[config.mk]
export PLATFORM = sky130hd
export DESIGN_NAME = instr_fetch_unit_flat
export DESIGN_NICKNAME = d
export VERILOG_FILES = /design/src/rtl/risc_pkg.sv /design/src/rtl/instr_fetch_unit_if.sv /design/src/rtl/instr_fetch_unit_branch_resolve.sv /design/src/rtl/instr_fetch_unit.sv /design/src/flat_wrapper.sv
export SDC_FILE = /design/constraint.sdc
export NUM_CORES = 1
export LEC_CHECK = 0
export ABC_CLOCK_PERIOD_IN_PS = 4900
export BUFFER_PORTS_ARGS = -buffer_cell sky130_fd_sc_hd__buf_2
export CAP_MARGIN = 20
export CORE_ASPECT_RATIO = 1.75
export CORE_UTILIZATION = 30
export CTS_CLUSTER_DIAMETER = 150
export DETAILED_ROUTE_END_ITERATION = 10
export RECOVER_POWER = 100
export SLEW_MARGIN = 20
export SYNTH_ARGS = -nofsm -noshare
export SYNTH_HDL_FRONTEND = slang
export SYNTH_SLANG_ARGS = --single-unit
[constraint.sdc]
create_clock -name clk -period 4.9 [get_ports clk]
set_clock_uncertainty 0.2 [all_clocks]
set_input_delay 0.98 -clock clk [delete_from_list [all_inputs] [get_ports clk]]
set_output_delay 0.98 -clock clk [all_outputs]
set_load 0.02 [all_outputs]
[src/rtl/risc_pkg.sv]
// Shared definitions for the RISC core front end: branch conditions, next-PC sources, fetch states.
// The ERR fetch state exists only when IFU_ALIGN_CHECK_EN is defined.
package risc_pkg;

    typedef enum logic [3:0] {
        BR_NEVER  = 4'd0,
        BR_ALWAYS = 4'd1,
        BR_Z      = 4'd2,
        BR_NZ     = 4'd3,
        BR_S      = 4'd4,
        BR_GT     = 4'd5,
        BR_C      = 4'd6,
        BR_NC     = 4'd7,
        BR_V      = 4'd8,
        BR_NOV    = 4'd9
    } br_type_e;

    typedef enum logic [1:0] {
        CS_SEQ = 2'b00,
        CS_REL = 2'b01,
        CS_REG = 2'b10,
        CS_ABS = 2'b11
    } cs_e;

`ifdef IFU_ALIGN_CHECK_EN
    typedef enum logic [1:0] {ST_IDLE, ST_FETCH, ST_HOLD, ST_ERR} fetch_state_e;
`else
    typedef enum logic [1:0] {ST_IDLE, ST_FETCH, ST_HOLD} fetch_state_e;
`endif

    localparam int INSTR_W = 32;

endpackage

[src/rtl/instr_fetch_unit_if.sv]
// Instruction-memory req/ack port of the fetch unit.
interface instr_fetch_unit_if #(
    parameter int ADDR_W = 32
) ();
    logic              imem_req;
    logic [ADDR_W-1:0] imem_addr;
    logic              imem_ack;
    logic [31:0]       imem_rdata;

    modport master (output imem_req, imem_addr, input imem_ack, imem_rdata);
    modport slave  (input imem_req, imem_addr, output imem_ack, imem_rdata);
endinterface

[src/rtl/instr_fetch_unit_branch_resolve.sv]
// Combinational branch resolution: condition evaluation and next-PC selection.
module branch_resolve
    import risc_pkg::*;
#(
    parameter int ADDR_W = 32
) (
    input  logic [3:0]        branch_type,
    input  logic [1:0]        counter_selector,
    input  logic              flag_z,
    input  logic              flag_s,
    input  logic              flag_c,
    input  logic              flag_v,
    input  logic [ADDR_W-1:0] pc,
    input  logic [31:0]       instr,
    input  logic [ADDR_W-1:0] rs_value,
    output logic              taken,
    output logic [ADDR_W-1:0] next_pc
);
    // Low 28 bits are replaced by an absolute target; upper bits come from pc + 4.
    localparam logic [ADDR_W-1:0] REGION_MASK = ADDR_W'(28'hFFF_FFFF);

    logic [ADDR_W-1:0]        pc_plus4;
    logic signed [ADDR_W-1:0] rel_offset;
    logic                     unused_opcode;

    assign pc_plus4      = pc + ADDR_W'(4);
    assign rel_offset    = {{(ADDR_W-18){instr[15]}}, instr[15:0], 2'b00};
    assign unused_opcode = ^instr[31:26];

    always_comb begin
        taken = 1'b0;
        case (branch_type)
            BR_NEVER:  taken = 1'b0;
            BR_ALWAYS: taken = 1'b1;
            BR_Z:      taken = flag_z;
            BR_NZ:     taken = !flag_z;
            BR_S:      taken = flag_s;
            BR_GT:     taken = !flag_s && !flag_z;
            BR_C:      taken = flag_c;
            BR_NC:     taken = !flag_c;
            BR_V:      taken = flag_v;
            BR_NOV:    taken = !flag_v;
            default:   taken = 1'b0;
        endcase
    end

    always_comb begin
        next_pc = pc_plus4;
        if (taken) begin
            case (cs_e'(counter_selector))
                CS_SEQ:  next_pc = pc_plus4;
                CS_REL:  next_pc = pc_plus4 + rel_offset;
                CS_REG:  next_pc = rs_value;
                CS_ABS:  next_pc = (pc_plus4 & ~REGION_MASK) | ADDR_W'({instr[25:0], 2'b00});
                default: next_pc = pc_plus4;
            endcase
        end
    end

endmodule

[src/rtl/instr_fetch_unit.sv]
// Multi-cycle fetch / program-counter unit (IDLE -> FETCH -> HOLD loop).
// Define IFU_ALIGN_CHECK_EN to trap misaligned next-PC values in a sticky ERR state.
module instr_fetch_unit
    import risc_pkg::*;
#(
    parameter int                ADDR_W   = 32,
    parameter logic [ADDR_W-1:0] RESET_PC = '0
) (
    input  logic                      clk,
    input  logic                      rst_n,
    instr_fetch_unit_if.master        imem,
    output logic [INSTR_W-1:0]        instr,
    output logic [5:0]                opcode,
    output logic [5:0]                function_val,
    output logic                      instr_valid,
    output logic [ADDR_W-1:0]         pc,
    output logic [ADDR_W-1:0]         pc_link,
    input  logic                      exec_done,
    input  logic [3:0]                branch_type,
    input  logic [1:0]                counter_selector,
    input  logic                      flag_z,
    input  logic                      flag_s,
    input  logic                      flag_c,
    input  logic                      flag_v,
    input  logic [ADDR_W-1:0]         rs_value,
    output logic                      taken,
    output logic                      misalign_err
);
    fetch_state_e      state, state_next;
    logic              br_taken;
    logic [ADDR_W-1:0] next_pc_raw;
    logic [ADDR_W-1:0] next_pc_final;
    logic              fetch_accept;
    logic              exec_accept;
    logic              addr_fault;

    branch_resolve #(.ADDR_W(ADDR_W)) u_branch_resolve (
        .branch_type      (branch_type),
        .counter_selector (counter_selector),
        .flag_z           (flag_z),
        .flag_s           (flag_s),
        .flag_c           (flag_c),
        .flag_v           (flag_v),
        .pc               (pc),
        .instr            (instr),
        .rs_value         (rs_value),
        .taken            (br_taken),
        .next_pc          (next_pc_raw)
    );

    assign fetch_accept = (state == ST_FETCH) && imem.imem_ack;
    assign exec_accept  = (state == ST_HOLD) && exec_done;

`ifdef IFU_ALIGN_CHECK_EN
    assign next_pc_final = next_pc_raw;
    assign addr_fault    = (next_pc_raw[1:0] != 2'b00);
`else
    assign next_pc_final = next_pc_raw & ~ADDR_W'(3);
    assign addr_fault    = 1'b0;
`endif

    always_ff @(posedge clk) begin
        if (!rst_n) state <= ST_IDLE;
        else        state <= state_next;
    end

    always_comb begin
        state_next = state;
        case (state)
            ST_IDLE:  state_next = ST_FETCH;
            ST_FETCH: if (imem.imem_ack) state_next = ST_HOLD;
`ifdef IFU_ALIGN_CHECK_EN
            ST_HOLD:  if (exec_done) state_next = addr_fault ? ST_ERR : ST_FETCH;
            ST_ERR:   state_next = ST_ERR;
`else
            ST_HOLD:  if (exec_done) state_next = ST_FETCH;
`endif
            default:  state_next = ST_IDLE;
        endcase
    end

    // A faulting target leaves pc on the instruction that produced it.
    always_ff @(posedge clk) begin
        if (!rst_n) begin
            pc    <= RESET_PC;
            instr <= '0;
            taken <= 1'b0;
        end else begin
            if (fetch_accept) instr <= imem.imem_rdata;
            if (exec_accept) begin
                taken <= br_taken;
                if (!addr_fault) pc <= next_pc_final;
            end
        end
    end

`ifdef IFU_ALIGN_CHECK_EN
    always_ff @(posedge clk) begin
        if (!rst_n)                        misalign_err <= 1'b0;
        else if (exec_accept && addr_fault) misalign_err <= 1'b1;
    end
`else
    assign misalign_err = 1'b0;
`endif

    assign imem.imem_req  = (state == ST_FETCH);
    assign imem.imem_addr = pc;
    assign instr_valid    = (state == ST_HOLD);
    assign pc_link        = pc + ADDR_W'(4);
    assign opcode         = instr[31:26];
    assign function_val   = instr[5:0];

endmodule

[src/flat_wrapper.sv]
// flat-port wrapper written by rule: the top's interface ports become plain ports
module instr_fetch_unit_flat import risc_pkg::*;
#(
    parameter int                ADDR_W   = 32,
    parameter logic [ADDR_W-1:0] RESET_PC = '0
)
  (clk, rst_n, instr, opcode, function_val, instr_valid, pc, pc_link, exec_done, branch_type, counter_selector, flag_z, flag_s, flag_c, flag_v, rs_value, taken, misalign_err, imem_imem_req, imem_imem_addr, imem_imem_ack, imem_imem_rdata);
  instr_fetch_unit_if #(.ADDR_W(ADDR_W)) imem_i ();
  input  logic clk;
  input  logic rst_n;
  output logic [INSTR_W-1:0] instr;
  output logic [5:0] opcode;
  output logic [5:0] function_val;
  output logic instr_valid;
  output logic [ADDR_W-1:0] pc;
  output logic [ADDR_W-1:0] pc_link;
  input  logic exec_done;
  input  logic [3:0] branch_type;
  input  logic [1:0] counter_selector;
  input  logic flag_z;
  input  logic flag_s;
  input  logic flag_c;
  input  logic flag_v;
  input  logic [ADDR_W-1:0] rs_value;
  output logic taken;
  output logic misalign_err;
  output wire logic [$bits(imem_i.imem_req)-1:0] imem_imem_req;
  output wire logic [$bits(imem_i.imem_addr)-1:0] imem_imem_addr;
  input wire logic [$bits(imem_i.imem_ack)-1:0] imem_imem_ack;
  input wire logic [$bits(imem_i.imem_rdata)-1:0] imem_imem_rdata;
  assign imem_imem_req = imem_i.imem_req;
  assign imem_imem_addr = imem_i.imem_addr;
  assign imem_i.imem_ack = imem_imem_ack;
  assign imem_i.imem_rdata = imem_imem_rdata;
  instr_fetch_unit #(.ADDR_W(ADDR_W), .RESET_PC(RESET_PC)) u_core (.clk(clk), .rst_n(rst_n), .imem(imem_i), .instr(instr), .opcode(opcode), .function_val(function_val), .instr_valid(instr_valid), .pc(pc), .pc_link(pc_link), .exec_done(exec_done), .branch_type(branch_type), .counter_selector(counter_selector), .flag_z(flag_z), .flag_s(flag_s), .flag_c(flag_c), .flag_v(flag_v), .rs_value(rs_value), .taken(taken), .misalign_err(misalign_err));
endmodule
After elaboration in Yosys (flattened, before gate mapping)
Cells that the tools add are included.

storage, ports and cells
  register bits after elaboration = 65
  logic and storage cells = 39
  input port bits = 78

operators by class
  eq/ne operators = 16
  reductions and logical operators = 10
  bitwise gates (word level) = 1
  muxes and demuxes = 6
  $add $sub $neg = 2

operators by type and width
  cell                                                                    count
  32-bit case mux with 4 select lines                                     1
  32-bit by 3-bit adder with 32-bit output (second input constant)        1
  32-bit adder                                                            1
  32-bit two-way mux                                                      1
  32-bit by 28-bit OR with 32-bit output                                  1
  4-bit by 3-bit equality test with 1-bit output (second input constant)  4
  1-bit case mux with 9 select lines                                      1
  4-bit by 2-bit equality test with 1-bit output (second input constant)  2
  4-bit equality test (second input constant)                             2
  2-bit equality test (second input constant)                             3
  2-bit case mux with 3 select lines                                      1
  2-bit by 1-bit equality test with 1-bit output (second input constant)  2
  4-bit by 1-bit equality test with 1-bit output (second input constant)  1
  1-bit zero test                                                         4
  2-bit zero test                                                         2
  2-bit two-way mux                                                       2
  2-bit by 1-bit != test with 1-bit output (second input constant)        2
  1-bit logical AND                                                       3
  2-bit AND reduction                                                     1

Depth between registers and ports, before layout
  depth in word-level cells = 4
  mapped depth = 16
  mapped depth without buffers = 15

Hierarchy
Synthesis repeated with hierarchy kept, for this count alone.

unflattened totals
  cells, all modules = 940
  area, all modules = 6635.1 um^2

by module, submodules not included
  module            cells each  seq. area each (um^2)  instances  area an instance (um^2)
  instr_fetch_unit  418         1301.2                 1          3363.2
  branch_resolve    522         0.0                    1          3271.9

Worst setup path before layout
OpenSTA, ideal clock, no wires.

  kind = register to register
  from = register u_core.pc[2], in the netlist u_core.imem.imem_addr[2]
  to = register u_core.pc[29], in the netlist u_core.imem.imem_addr[29]
  setup slack = 557 ps
  path buffers = 1
  required time = 4638 ps
  arrival time = 4081 ps
  stages on the path, launching flop included = 16
  period minus slack after synthesis = 4343 ps
  library setup time = 62 ps
  cells stage by stage = dfxtp_1 ha_1 nand4_1 or3_4 nor2_1 xor2_1 ha_1 clkbuf_1 a21oi_1 nor2b_1 o21ai_0 nand2_1 a211o_1 and3_1 or4_1 nand3_1

between the ends
  cells in the longest elaborated chain, start to end = 4

ends and longest elaborated chain
  element                                   RTL line                               source
  start, declared                           instr_fetch_unit.sv:16                 output logic [ADDR_W-1:0] pc,
  start signal, assigned                    instr_fetch_unit.sv:92                 if (!addr_fault) pc <= next_pc_final;
  32-bit by 3-bit adder with 32-bit output  n/a
  via pc_link[18]                           flat_wrapper.sv:16                     output logic [ADDR_W-1:0] pc_link;
  32-bit adder                              instr_fetch_unit_branch_resolve.sv:52  CS_REL: next_pc = pc_plus4 + rel_offset;
  32-bit case mux with 4 select lines       instr_fetch_unit_branch_resolve.sv:50  case (cs_e'(counter_selector))
  32-bit two-way mux                        instr_fetch_unit_branch_resolve.sv:49  if (taken) begin

The timed path passes the listed nets, and every way through them passes these cells.
A chain may end at the register's enable or synchronous reset.

Worst setup path after layout
  from = register u_core.pc[2], in the netlist u_core.imem.imem_addr[2]
  to = register u_core.pc[29], in the netlist u_core.imem.imem_addr[29]

between the ends
  cells in the longest elaborated chain, start to end = 4

ends and longest elaborated chain
  element                                                                        RTL line                                                                      source
  32-bit by 3-bit adder with 32-bit output *                                     instr_fetch_unit_branch_resolve.sv:26                                         assign pc_plus4 = pc + ADDR_W'(4);
  32-bit adder / 32-bit by 28-bit OR with 32-bit output (equally long branches)  instr_fetch_unit_branch_resolve.sv:52, instr_fetch_unit_branch_resolve.sv:54
  32-bit case mux with 4 select lines                                            instr_fetch_unit_branch_resolve.sv:50
  32-bit two-way mux *                                                           instr_fetch_unit_branch_resolve.sv:49

Mark *: on every way between the ends. The rest lies on a longest branch, timed or not.

==> summary.txt <==
die area -> 21,300 sq um
Worst slew margin -> -0.292
leakage -> 2.96 nW
cts hold-fix bufs -> 0
final setup vio count -> 0
PwrDens -> 218 nW/um^2
drt pass-1 iters -> 5
placed instance area -> 7200 sq um
failing checks -> capacitance limit, slew limit
CTS tree -> yes
row cnt -> 69
CP arrival -> 4610 ps
Ports -> 222
via count -> 6,980
worst hold path type -> reg2reg
FMAX -> 221 MHz
CTS resizes -> 0
worst-skew pair later-pin latency -> 350 ps
share of cells above drive strength 1 -> 0.130
synth unique cells -> 77
Post-synth top cells -> nand2_1, dfxtp_1, o21ai_0
Place WS -> 443 ps
Max IR drop VDD -> 142 uV
fin area -> 7310 sq um
first-pass GRT wire length -> 36.5 mm
hold_ws -> 266 ps
total CTS buffers -> 9
most frequent cell after synthesis -> nand2_1
clock sink count -> 65
synth top area cells -> dfxtp_1, nand2_1, ha_1
fin crit period -> 4520 ps
Synth Flop Type -> dfxtp_1
CTS Root Cell -> clkbuf_16
max-slew violation count -> 65
Worst Path Class, Setup -> reg2reg
area growth from synthesis to layout -> 17.7%
register bit total from synthesis -> 65
Avg WL per Cell -> 19.4 um
crit path max fanout -> 8
die height -> 192 um
total setup buffers inserted after CTS -> 0
clk slew on worst S/H paths -> 70 ps
Total Routing Usage GR -> 0.221
largest area contributor in the netlist -> dfxtp_1
Yosys warnings -> 0
initial core utilization -> 0.306
vias in the first global route -> 6,617
Seq/Total Area, Yosys -> 0.209
Post-synth EDFFs -> 0
largest net degree at the start of global routing -> 53
slowest cell on the critical path -> or3_4
Yosys top cell area share -> 0.209
MaxCap Viol Count -> 2
Initial DRC Count -> 341
status -> finished with violations
Post-Syn Area per Cell -> 7.36 sq um
CP Capture Type -> flop
non-filler cells, final -> 1,252
vias per cell -> 5.58
final setup margin -> 382 ps
drt drc -> 0
Final Cycle Share -> 0.922
GP Congestion -> 0.983
Core ar. -> 20,300 sq um
cell mode on critical path -> ha_1
total grt overflow -> 0
number of routed nets with antenna violations -> 0
die width -> 111 um
mapped cell area -> 6210 sq um
PortBufs -> 212
RSZ-0062 raised after global routing -> false
clk buf depth -> 2
htree depth -> 3
Required @ worst endpoint -> 4990 ps
CP max stage delay -> 520 ps
Final Hold Violating Endpoints -> 0
Post-Route WL -> 24.3 mm
Final #Nets -> 1,110
setup_tns -> 0 ps
Tightest Pin Transition -> 1940 ps
initial antenna violation count -> 2
crit path cell chain -> ha_1, nand4_1, or3_4, nor2_1, xor2_1, ha_1, a21oi_1, nor2b_1, o21ai_0, nand2_1, a211o_1, and3_1, or4_1, nand3_1
async set-reset flop share out of synthesis -> 0
detailed placer's ending HPWL -> 19.2 mm
Synth Instances -> 844
Worst setup SP type -> flop
Placed Cells -> 1,234
-- worst max-delay path, delay by kind of cell, from the launching register on --
kind,cells,cell delay (ps)
flops,1,450
simple gates,8,2060
xor+xnor,1,360
compound gates,3,780
fa+ha+maj,2,620
-- report_power, final --
group	internal (mW)	switching, mW
combinational	0.102	0.203
clock	0.448	0.273
sequential	0.546	0.0248
total	1.10	0.501
-- cell type report --
class                           instances  area, sq um
Multi-Input combinational cell        670         4270
Fill cell                            2241        13000
Tap cell                              248          310
Inverter                               20         75.1
Antenna cell                            2         5.00
Clock inverter                          6         92.6
Clock buffer                           10          229
Sequential cell                        65         1300
Timing Repair Buffer                  231         1020
-- final timing paths --
path	from	end	slack, ps	cells after the start
setup / recovery	u_core.imem.imem_addr[2]	u_core.imem.imem_addr[29]	380	14
hold / removal	u_core.taken	u_core.taken	270	2
setup reg to reg	u_core.imem.imem_addr[2]	u_core.imem.imem_addr[29]	380	14
hold reg to reg	u_core.taken	u_core.taken	270	2
-- metal layers --
| metal | vias to the layer above | share of wire | GRT usage |
|---|---|---|---|
| met1 | 3274 | 0.36 | 0.226 |
| met3 | 81 | 0.053 | 0.0298 |
| met4 | 0 | 0.071 | 0.163 |
| met2 | 286 | 0.51 | 0.411 |
| li1 | 3339 | - | - |
| met5 | - | 0 | 0 |
-- state kept, by name, summed over array words and instances, names as in the netlist --
name,flops
u_core.imem.imem_addr,30
u_core.state,2
u_core.taken,1
u_core.instr,32
-- metrics by stage --
stage / total power [mW] / util
6_report: 1.60 / 0.360
5_1_grt: 1.65 / 0.360
4_1_cts: 1.62 / 0.371
3_5_place_dp: 0.893 / 0.355
3_3_place_gp: 0.891 / 0.355
2_1_floorplan: 0.781 / -
-- placed cells by master, fill, tap and decap left out, drive strengths merged, types with 24 or more instances in the layout --
| master | synthesis | routed |
|---|---|---|
| clkbuf | 33 | 148 |
| nand2 | 129 | 129 |
| buf | 62 | 93 |
| dfxtp | 65 | 65 |
| o21ai | 55 | 55 |
| a21oi | 54 | 54 |
| nor2 | 47 | 47 |
| a21boi | 40 | 40 |
| ha | 34 | 34 |
| nand3 | 27 | 27 |
| xnor2 | 24 | 24 |
-- cells by family after synthesis --
family | share of synthesized area
compound gates | 0.306
xor+xnor | 0.0632
fa+ha+maj | 0.0717
buf+inv | 0.102
flops | 0.209
mux | 0.0149
other cells | 0.000604
simple gates | 0.233
Note: power is estimated with default switching activity, not from simulation.
